<file path="config.mk">
export PLATFORM = sky130hd
export DESIGN_NAME = alu_exec_unit
export DESIGN_NICKNAME = d
export VERILOG_FILES = /design/src/rtl/alu_exec_unit.sv
export SDC_FILE = /design/constraint.sdc
export NUM_CORES = 1
export LEC_CHECK = 0
export ABC_AREA = 1
export CORE_MARGIN = 2
export CORE_UTILIZATION = 32
export DETAILED_ROUTE_END_ITERATION = 12
export SETUP_SLACK_MARGIN = 0.3
export SYNTH_ARGS = -nofsm -noshare
export SYNTH_HDL_FRONTEND = slang
export SYNTH_SLANG_ARGS = --single-unit
</file>
<file path="constraint.sdc">
create_clock -name clk -period 1.9 [get_ports clk]
set_clock_uncertainty 0.15 [all_clocks]
set_input_delay 0.19 -clock clk [delete_from_list [all_inputs] [get_ports clk]]
set_output_delay 0.19 -clock clk [all_outputs]
set_load 0.01 [all_outputs]
</file>
<file path="src/rtl/alu_exec_unit.sv">
// Execute-stage ALU with valid/ready handshakes on both sides, a registered result,
// and logical shifts performed iteratively at one bit per cycle.
module alu_exec_unit #(
    parameter int WIDTH = 32,
    parameter int SHW   = 5
) (
    input  logic             clk,
    input  logic             rst_n,
    input  logic             in_valid,
    output logic             in_ready,
    input  logic [3:0]       aluctl,
    input  logic [WIDTH-1:0] a,
    input  logic [WIDTH-1:0] b,
    output logic             out_valid,
    input  logic             out_ready,
    output logic [WIDTH-1:0] result,
    output logic             zero,
    output logic             overflow,
    output logic             illegal
);

    localparam logic [3:0] OP_AND  = 4'd0;
    localparam logic [3:0] OP_OR   = 4'd1;
    localparam logic [3:0] OP_ADD  = 4'd2;
    localparam logic [3:0] OP_SLL  = 4'd3;
    localparam logic [3:0] OP_SRL  = 4'd4;
    localparam logic [3:0] OP_SUB  = 4'd6;
    localparam logic [3:0] OP_NAND = 4'd7;
    localparam logic [3:0] OP_NOR  = 4'd12;
    localparam logic [3:0] OP_XOR  = 4'd13;

    typedef enum logic [1:0] {
        ST_IDLE  = 2'd0,
        ST_SHIFT = 2'd1,
        ST_HOLD  = 2'd2
    } state_e;

    state_e           state;
    logic [WIDTH-1:0] acc;
    logic [SHW-1:0]   cnt;
    logic             shift_left;

    logic [WIDTH-1:0] op_res;
    logic             op_ovf;
    logic             op_ill;
    logic             op_is_shift;
    logic [WIDTH-1:0] b_eff;
    logic [WIDTH-1:0] sum;
    logic [SHW-1:0]   shamt;
    logic [WIDTH-1:0] acc_next;
    logic             accept;

    assign shamt    = b[SHW-1:0];
    assign b_eff    = (aluctl == OP_SUB) ? (~b + 1'b1) : b;
    assign sum      = a + b_eff;
    assign acc_next = shift_left ? (acc << 1) : (acc >> 1);

    // HOLD can hand its result off and take a new request on the same edge.
    assign in_ready = (state == ST_IDLE) || ((state == ST_HOLD) && out_ready);
    assign accept   = in_valid && in_ready;
    assign zero     = (result == '0);

    // NOTE: every signal written in always_comb gets a default first so no path leaves it unassigned (no latch).
    always_comb begin
        op_res      = '0;
        op_ovf      = 1'b0;
        op_ill      = 1'b0;
        op_is_shift = 1'b0;
        unique case (aluctl)
            OP_AND:  op_res = a & b;
            OP_OR:   op_res = a | b;
            OP_ADD, OP_SUB: begin
                op_res = sum;
                op_ovf = (a[WIDTH-1] == b_eff[WIDTH-1]) && (sum[WIDTH-1] != a[WIDTH-1]);
            end
            OP_SLL: begin
                op_res      = a;
                op_is_shift = 1'b1;
            end
            OP_SRL: begin
                op_res      = a;
                op_is_shift = 1'b1;
            end
            OP_NAND: op_res = ~(a & b);
            OP_NOR:  op_res = ~(a | b);
            OP_XOR:  op_res = a ^ b;
            default: op_ill = 1'b1;
        endcase
    end

    // NOTE: sequential state uses non-blocking assignments only, so every register sees pre-edge values.
    always_ff @(posedge clk or negedge rst_n) begin
        if (!rst_n) begin
            state      <= ST_IDLE;
            acc        <= '0;
            cnt        <= '0;
            shift_left <= 1'b0;
            result     <= '0;
            overflow   <= 1'b0;
            illegal    <= 1'b0;
            out_valid  <= 1'b0;
        end else begin
            unique case (state)
                ST_IDLE, ST_HOLD: begin
                    if (accept) begin
                        if (op_is_shift && (shamt != '0)) begin
                            state      <= ST_SHIFT;
                            out_valid  <= 1'b0;
                            acc        <= a;
                            cnt        <= shamt;
                            shift_left <= (aluctl == OP_SLL);
                        end else begin
                            state     <= ST_HOLD;
                            out_valid <= 1'b1;
                            result    <= op_res;
                            overflow  <= op_ovf;
                            illegal   <= op_ill;
                        end
                    end else if ((state == ST_HOLD) && out_ready) begin
                        state     <= ST_IDLE;
                        out_valid <= 1'b0;
                    end
                end
                ST_SHIFT: begin
                    acc <= acc_next;
                    cnt <= cnt - 1'b1;
                    // The final step writes straight to result, so latency is exactly k edges.
                    if (cnt == SHW'(1)) begin
                        state     <= ST_HOLD;
                        out_valid <= 1'b1;
                        result    <= acc_next;
                        overflow  <= 1'b0;
                        illegal   <= 1'b0;
                    end
                end
                default: begin
                    state     <= ST_IDLE;
                    out_valid <= 1'b0;
                end
            endcase
        end
    end

endmodule

</file>
==> results of run 1 <==
-- final timing paths --
check,to,slack [ns],cells after the start
min,result[2]$_DFFE_PN0P_,0.11,2
min reg2reg,illegal$_DFFE_PN0P_,0.35,2
max in group asynchronous,result[27]$_DFFE_PN0P_,0.89,3
max reg2reg,result[13]$_DFFE_PN0P_,-0.18,10
max,result[29]$_DFFE_PN0P_,-1.18,24
min in group clk,cnt[1]$_DFFE_PN0P_,0.18,5
-- cell type report --
cell class	instances	area share (%)
clock buffer	12	1.55
inverter	248	5.75
clock inverter	4	0.145
tap	384	2.79
sequential	74	10.8
multi-input combinational	1151	49.1
timing repair buffer	566	29.9
-- synthesized netlist by cell type (19+ instances only) --
master,n
buf_2,19
a21oi_1,49
nand2_1,387
o21ai_0,118
dfrtp_1,74
inv_1,238
a22oi_1,22
clkbuf_1,24
o22ai_1,24
nand3_1,97
ha_1,104
xor2_1,27
nor2_1,157
-- power groups by stage --
stage,Sequential (mW),Combinational (mW),Clock (mW)
2_1_floorplan,2.84,2.83,0
3_3_place_gp,2.68,6.12,0
3_5_place_dp,2.70,6.21,0
4_1_cts,2.69,7.71,1.65
5_1_grt,2.85,9.05,1.74
6_report,2.78,8.46,1.65
-- stage by stage --
step	TNS (ns)	setup slack, ns
final	-32.57	-1.18
after global routing	-38.68	-1.37
after detailed placement	-83.14	-2.11
after global placement	-81.17	-2.12
after CTS	-27.54	-1.09
after floorplan	-20.88	-0.972
-- cell families (layout without fill, tap and decap cells) --
logic type | Yosys count | count (layout) | synth area share (%)
compound gates | 295 | 295 | 19.0
xor+xnor | 32 | 32 | 2.98
fa+ha+maj | 105 | 105 | 14.0
buf+inv | 295 | 830 | 12.1
flops | 74 | 74 | 19.7
simple gates | 719 | 719 | 32.2
-- worst max-delay path, delay by kind of cell --
family	cells	cell delay [ns]
buffers and inverters	4	0.42
xor gates and xnor gates	1	0.19
adders and majority gates	1	0.34
AOI/OAI and AO/OA	3	0.38
and+or+nand+nor	15	1.67
-- flip-flops by register name, indices dropped and copies added, names as in the netlist --
register	count
acc	32
cnt	5
illegal	1
out_valid	1
overflow	1
result	32
shift_left	1
state	1
-- repair_timing --
item / CTS / global route
setup endpoints to repair: 106 / 78
setup buffers: 60 / 15
hold buffers: 1 / 0
gates cloned: 12 / 0
pin swaps: 168 / 101
hold endpoints to repair: 74 / 0
resized for setup: 507 / 155
-- metal layers --
metal | track usage (%) | share of wire, % | wire, um
met5 | 0 | 0 | 0
met4 | 8.40 | 3.1 | 1330
met3 | 2.03 | 5.8 | 2530
met2 | 45.6 | 47 | 20300
met1 | 37.3 | 44 | 19300
==> impl_metrics.yaml, run 1 <==
clock_network:
  cts_buffer_depth: 2
  path_clk_slew_ns: 0.06
  cts_htree_levels: 3
  root_buffer: "clkbuf_16"
  cts_tree: "yes"
  cts_buffers: 9
  cts.sinks: 74
  insertion_delay_ns: 0.34
global_routing:
  overflow: 0
  grt_pass1_vias: 12387
  grt_pass1_wl_mm: 66.2
  grt_max_degree: 37
  grt_antenna_before_repair: 0
  grt_use_total_pct: 27.2
synth:
  syn_inst: 1520
  synth_ff_type: "dfrtp_1"
  avgSynthCellArea_um2: 6.19
  synth-edff-count: 0
  synthDistinctLibCells: 55
  yosys.area.top_type: "dfrtp_1"
  synth_top_area_share_pct: 19.7
  yosys_register_bits: 74
  syn_area_mm2: 0.00941
  ys_seq_area_share_pct: 19.7
  synthTopCellsByArea: "dfrtp_1 (20%), nand2_1 (15%), ha_1 (14%)"
  yosys_warnings: 0
  async_reset_ff_share_pct: 100
  synth_fp_nets: 1697
die:
  die-height_um: 176
  start_util_pct: 32.6
  pin_count: 109
  rows: 62
  die_area_mm2: 0.0308
  core_mm2: 0.0289
  fp.dieW_um: 176
finish:
  final_net_count: 2227
  design_area_mm2: 0.0172
  drive_above_1_share_pct: 43.8
  area_delta_synth_final_pct: 82.9
  ff_latch_area_mm2: 0.00185
  final_util_pct: 59.7
  fillers: 2520
  final_common_cell: "buf_4"
  instances_no_fill: 2439
  multi_input_area_mm2: 0.00845
  num_antenna_cells: 0
  layout_common_cells: "buf_4 (379), nand2_1 (273), inv_1 (206)"
sta:
  maxSlewViolCount: 0
  finalHoldViolCount: 0
  setup_violations: 68
  worst_slew_pin_slew_ns: 0.519
  finalWorstSetupSlack_ns: -1.18
  period_minus_slack_ns: 3.08
  finalCritPeriodShare_pct: 162
  slew_headroom_pct: 65.1
  fmax_mhz: 325
  rsz0062_at_grt: "true"
  whs_ns: 0.106
flow_run:
  maxCapViolCount: 0
power:
  clkPwrFrac_pct: 12.8
  internal_power_mw: 7.49
  switching_power_mw: 5.41
  ir_worst_vdd_mv: 0.609
  switching_share_pct: 41.9
  seq_power_share_pct: 21.6
  p_leak_nw: 8.54
  power.density_mw_per_mm2: 749
  finalPower_mw: 12.9
  p_comb_share_pct: 65.6
place:
  placed_area_mm2: 0.0140
  place_hpwl_mm: 32.2
  gp_congestion: 0.953
  port_buffers: 108
  dpl.cell_count: 2335
drt:
  via_per_inst: 5.14
  drc: 0
  drt_first_pass_iters: 7
  ant_nets: 0
  drt_wl_total_mm: 43.5
  wl_per_cell_um: 17.8
  vias: 12542
  drt-initial-drc-count: 1246
setup_path:
  cpMostUsedCell: "nand2_2"
  critical_path_required_ns: 2.02
  max_stage_delay_ns: 0.34
  arrival_ns: 3.20
  crit_path_top_delay_cell: "ha_2"
  cp_max_fo: 4
  crit_start: "b[1]"
  cp_cell_sequence: "buf_6 > buf_8 > nor2_1 > nand2_1 > nor2_2 > nand2_2 > nor2_2 > inv_1 > buf_6 > nor2_4 > a31oi_1 > xor2_1 > ha_2 > nand2_2 > nor2_1 > nor2_1 > nand2_2 > a21oi_2 > nand2_1 > nand2_1 > nand3_2 > nand2_2 > nand2_2 > a21boi_2"
  end_kind: "register"
  start_kind: "primary input"
  worstReg2RegStart: "out_valid$_DFFE_PN0P_"
  critPathKind: "in2reg"
outcome:
  outcome: "finished with violations"
  violations: "negative setup slack"
hold_path:
  min_path_type: "in2async"
Note: power is estimated with default switching activity, not from simulation.
==> run 2, diff against run 1 <==
- ABC_AREA: 1 -> default
- CORE_UTILIZATION: 32 -> 52
- PLACE_DENSITY: default -> 0.78
==> run 2 against run 1 <==
Compared with the run above: the flow now stops in global routing (5_1_grt); synthesized area decreased by 7.6%; synthesized cell count decreased by 25%.
==> impl_metrics.yaml, run 2 <==
sta:
  crit_endpoint: "result[31]$_DFFE_PN0P_/D"
  worst_endpoint_kind: "register data pin"
synth:
  yosys.area.top_type: "dfrtp_1"
  async_reset_ff_share_pct: 100
  synthDistinctLibCells: 67
  yosys_register_bits: 74
  syn_area_mm2: 0.00870
  avgSynthCellArea_um2: 7.67
  yosysMostFrequentCell: "nand2_1"
  synth_fp_nets: 1312
  synth-edff-count: 0
  synthTopCellsByArea: "dfrtp_1 (21%), ha_1 (15%), a21oi_1 (5.2%)"
  ys_seq_area_share_pct: 21.3
  synth_top_area_share_pct: 21.3
  yosys_warnings: 0
  synth_ff_type: "dfrtp_1"
  synth_common_cells: "nand2_1 (119), ha_1 (104), a21oi_1 (90)"
  syn_inst: 1135
outcome:
  outcome: "did not finish"
  lastStage: "global routing (5_1_grt)"
  error: "[ERROR DPL-0038] Utilization greater than 100%, impossible to legalize"
die:
  die-height_um: 133
  start_util_pct: 52.8
  pin_count: 109
  rows: 47
  fp.dieW_um: 133
place:
  gp_congestion: 1.07
  place_ws_ns: -2.33
  place_hpwl_mm: 31.4
  placed_area_mm2: 0.0132
  port_buffers: 108
clock_network:
  cts.sinks: 74
  cts_buffers: 9
  cts_htree_levels: 3
  cts_buffer_depth: 2
  root_buffer: "clkbuf_16"
global_routing:
  grt_max_degree: 60
[run 2: logic make-up after synthesis]
family / synth area share (%)
AO/OA/AOI/OAI: 31.0
XOR/XNOR: 5.23
adder cells (fa/ha/maj): 15.2
buffers and inverters: 6.59
flip-flops: 21.3
multiplexers: 3.58
AND/OR/NAND/NOR: 17.1
[run 2: metrics by stage]
stage          std cells  utilization (%)
3_5_place_dp        1790             80.1
3_3_place_gp        1790             80.1
4_1_cts             1878             95.5
2_1_floorplan       1135                -
[run 2: timing repair]
action	in CTS
setup buffers	59
endpoints found under the setup margin	111
gates cloned	12
endpoints found under the hold margin	74
pin swaps	158
hold buffers	1
gates resized for setup	463
==> run 3, diff against run 2 <==
- CORE_UTILIZATION: 52 -> 40
- PLACE_DENSITY: 0.78 -> default
- PLACE_DENSITY_LB_ADDON: default -> 0.15
- SETUP_SLACK_MARGIN: 0.3 -> default
- clock period: 1.9 -> 2.5 ns (I/O delays scaled with it)
==> run 3 against run 2 <==
Compared with the run above: the flow now finishes, with violations (negative setup slack); synthesized cell count unchanged; synthesized area unchanged.
==> impl_metrics.yaml, run 3 <==
outcome:
  outcome: "finished with violations"
  violations: "negative setup slack"
finish:
  design_area_mm2: 0.0144
  num_antenna_cells: 0
  instances_no_fill: 1822
  area_delta_synth_final_pct: 65.9
  final_net_count: 1719
  final_common_cell: "buf_4"
  drive_above_1_share_pct: 38.5
  final_util_pct: 68.3
  layout_common_cells: "buf_4 (312), nand2_1 (107), ha_1 (97)"
  top_regs: "acc: 32 flops, result: 32 flops, cnt: 5 flops"
place:
  place_ws_ns: -1.80
  dpl.cell_count: 1771
  place_hpwl_mm: 29.6
  placed_area_mm2: 0.0126
  port_buffers: 108
  gp_congestion: 0.984
hold_path:
  hold_start: "b[1]"
  min_path_type: "in2reg"
  hold_depth: 4
  hold_end: "cnt[1]$_DFFE_PN0P_"
setup_path:
  cp_cell_sequence: "buf_6 > or4_4 > or3_4 > or4_4 > buf_12 > o41ai_4 > xnor2_1 > ha_1 > nand3_2 > nor2_1 > nand2_1 > o211ai_1 > a21oi_2 > nand2_1 > xnor2_1 > a32o_1"
  reg2regPathDepth: 8
  max_stage_delay_ns: 0.52
  rrSetupSlack_ns: 0.28
  cp_max_fo: 4
  end_kind: "register"
  critical_path_required_ns: 2.58
  worstReg2RegStart: "cnt[1]$_DFFE_PN0P_"
  arrival_ns: 3.62
  critPathKind: "in2reg"
  start_kind: "primary input"
  reg2reg_to: "result[25]$_DFFE_PN0P_"
  crit_path_top_delay_cell: "or4_4"
synth:
  synth_ff_type: "dfrtp_1"
  synthDistinctLibCells: 67
  avgSynthCellArea_um2: 7.67
  yosys_warnings: 0
  yosys_register_bits: 74
  syn_area_mm2: 0.00870
  synth-edff-count: 0
  synth_top_area_share_pct: 21.3
  synth_fp_nets: 1312
  syn_inst: 1135
  ys_seq_area_share_pct: 21.3
  yosys.area.top_type: "dfrtp_1"
  yosysMostFrequentCell: "nand2_1"
  synthTopCellsByArea: "dfrtp_1 (21%), ha_1 (15%), a21oi_1 (5.2%)"
  async_reset_ff_share_pct: 100
  synth_common_cells: "nand2_1 (119), ha_1 (104), a21oi_1 (90)"
drt:
  ant_nets: 0
  vias: 10772
  drt-initial-drc-count: 1057
  via_per_inst: 5.91
  drt_first_pass_iters: 5
  drt_wl_total_mm: 39.4
  wl_per_cell_um: 21.6
  drc: 0
clock_network:
  cts.sinks: 74
  cts_tree: "yes"
  cts_buffers: 9
  cts_buffer_depth: 2
  path_clk_slew_ns: 0.06
  insertion_delay_ns: 0.34
  cts_htree_levels: 3
  root_buffer: "clkbuf_16"
power:
  p_leak_nw: 6.44
  ir_worst_vdd_mv: 0.301
  power.density_mw_per_mm2: 519
die:
  pin_count: 109
  start_util_pct: 41.1
  core_mm2: 0.0212
  die-height_um: 151
  die_area_mm2: 0.0230
  rows: 53
  fp.dieW_um: 151
sta:
  worst_slew_pin_slew_ns: 0.698
  finalCritPeriodShare_pct: 142
  slew_headroom_pct: 53.2
  period_minus_slack_ns: 3.55
  finalHoldViolCount: 0
  fin_setup_tns_ns: -21.87
  fmax_mhz: 282
  finalWorstSetupSlack_ns: -1.05
  rsz0062_at_grt: "true"
  maxSlewViolCount: 0
  setup_violations: 28
global_routing:
  overflow: 0
  grt_use_total_pct: 33.2
  grt_antenna_before_repair: 0
  grt-busiest-layer: "met2"
  grt_util_met3_pct: 6.08
  grt_pass1_vias: 10246
  met2_usage_pct: 50.6
  grt_max_degree: 75
  globalRouteMet1Util_pct: 48.7
  grt_pass1_wl_mm: 58.4
flow_run:
  maxCapViolCount: 0
## run 3: cell counts after synthesis
Identical to the previous run, type by type.
## run 3: where the power goes
part           internal (mW)  switching [mW]
logic                   2.06            2.00
clock network          0.811           0.564
registers               1.65           0.401
total                   4.52            2.97
## run 3: worst max-delay path by stage
stage          startpoint                endpoint  cells past startpoint
4_1_cts             b[17]  result[28]$_DFFE_PN0P_                     15
5_1_grt             b[17]    overflow$_DFFE_PN0P_                     16
3_5_place_dp         b[2]    overflow$_DFFE_PN0P_                     18
6_report            b[17]    overflow$_DFFE_PN0P_                     16
2_1_floorplan   aluctl[3]  result[25]$_DFFE_PN0P_                     17
3_3_place_gp        b[18]  result[28]$_DFFE_PN0P_                     15
## run 3: timing repair
action,CTS,global route
setup endpoints to repair,67,45
hold endpoints to repair,74,0
hold buffers,1,0
pin swaps,150,89
resized for setup,269,82
setup buffers,23,23
## run 3: layout make-up
class,instances,area (um2)
tap,275,344
sequential,74,1850
multi-input combinational,911,7610
fill,1729,6710
inverter,82,313
clock inverter,6,72.6
timing repair buffer,464,4010
clock buffer,10,239
## run 3: per-stage QoR
stage / total power [mW] / hold WS [ns]
after CTS: 7.18 / 0.214
after floorplan: 3.72 / -0.196
after global placement: 5.42 / 0.155
after global routing: 7.90 / 0.225
after detailed placement: 5.48 / 0.152
final: 7.49 / 0.211
## run 3: worst max-delay path: cells and delay by family
kind	cells	cell delay (ns)
AOI/OAI and AO/OA	4	0.76
xor gates and xnor gates	2	0.30
adders and majority gates	1	0.31
and+or+nand+nor	7	1.73
buffers and inverters	2	0.26
## run 3: cells by family after synthesis
group | count (synthesis) | share of synthesized area, %
simple gates | 315 | 17.1
fa+ha+maj | 105 | 15.2
compound gates | 409 | 31.0
mux | 30 | 3.58
buf+inv | 150 | 6.59
xor+xnor | 52 | 5.23
flops | 74 | 21.3
## run 3: routing by layer
metal / up-vias / share of wire [%]
li1: 5002 / -
met1: 5172 / 44
met2: 517 / 44
met3: 81 / 9.7
met4: 0 / 2.7
met5: - / 0
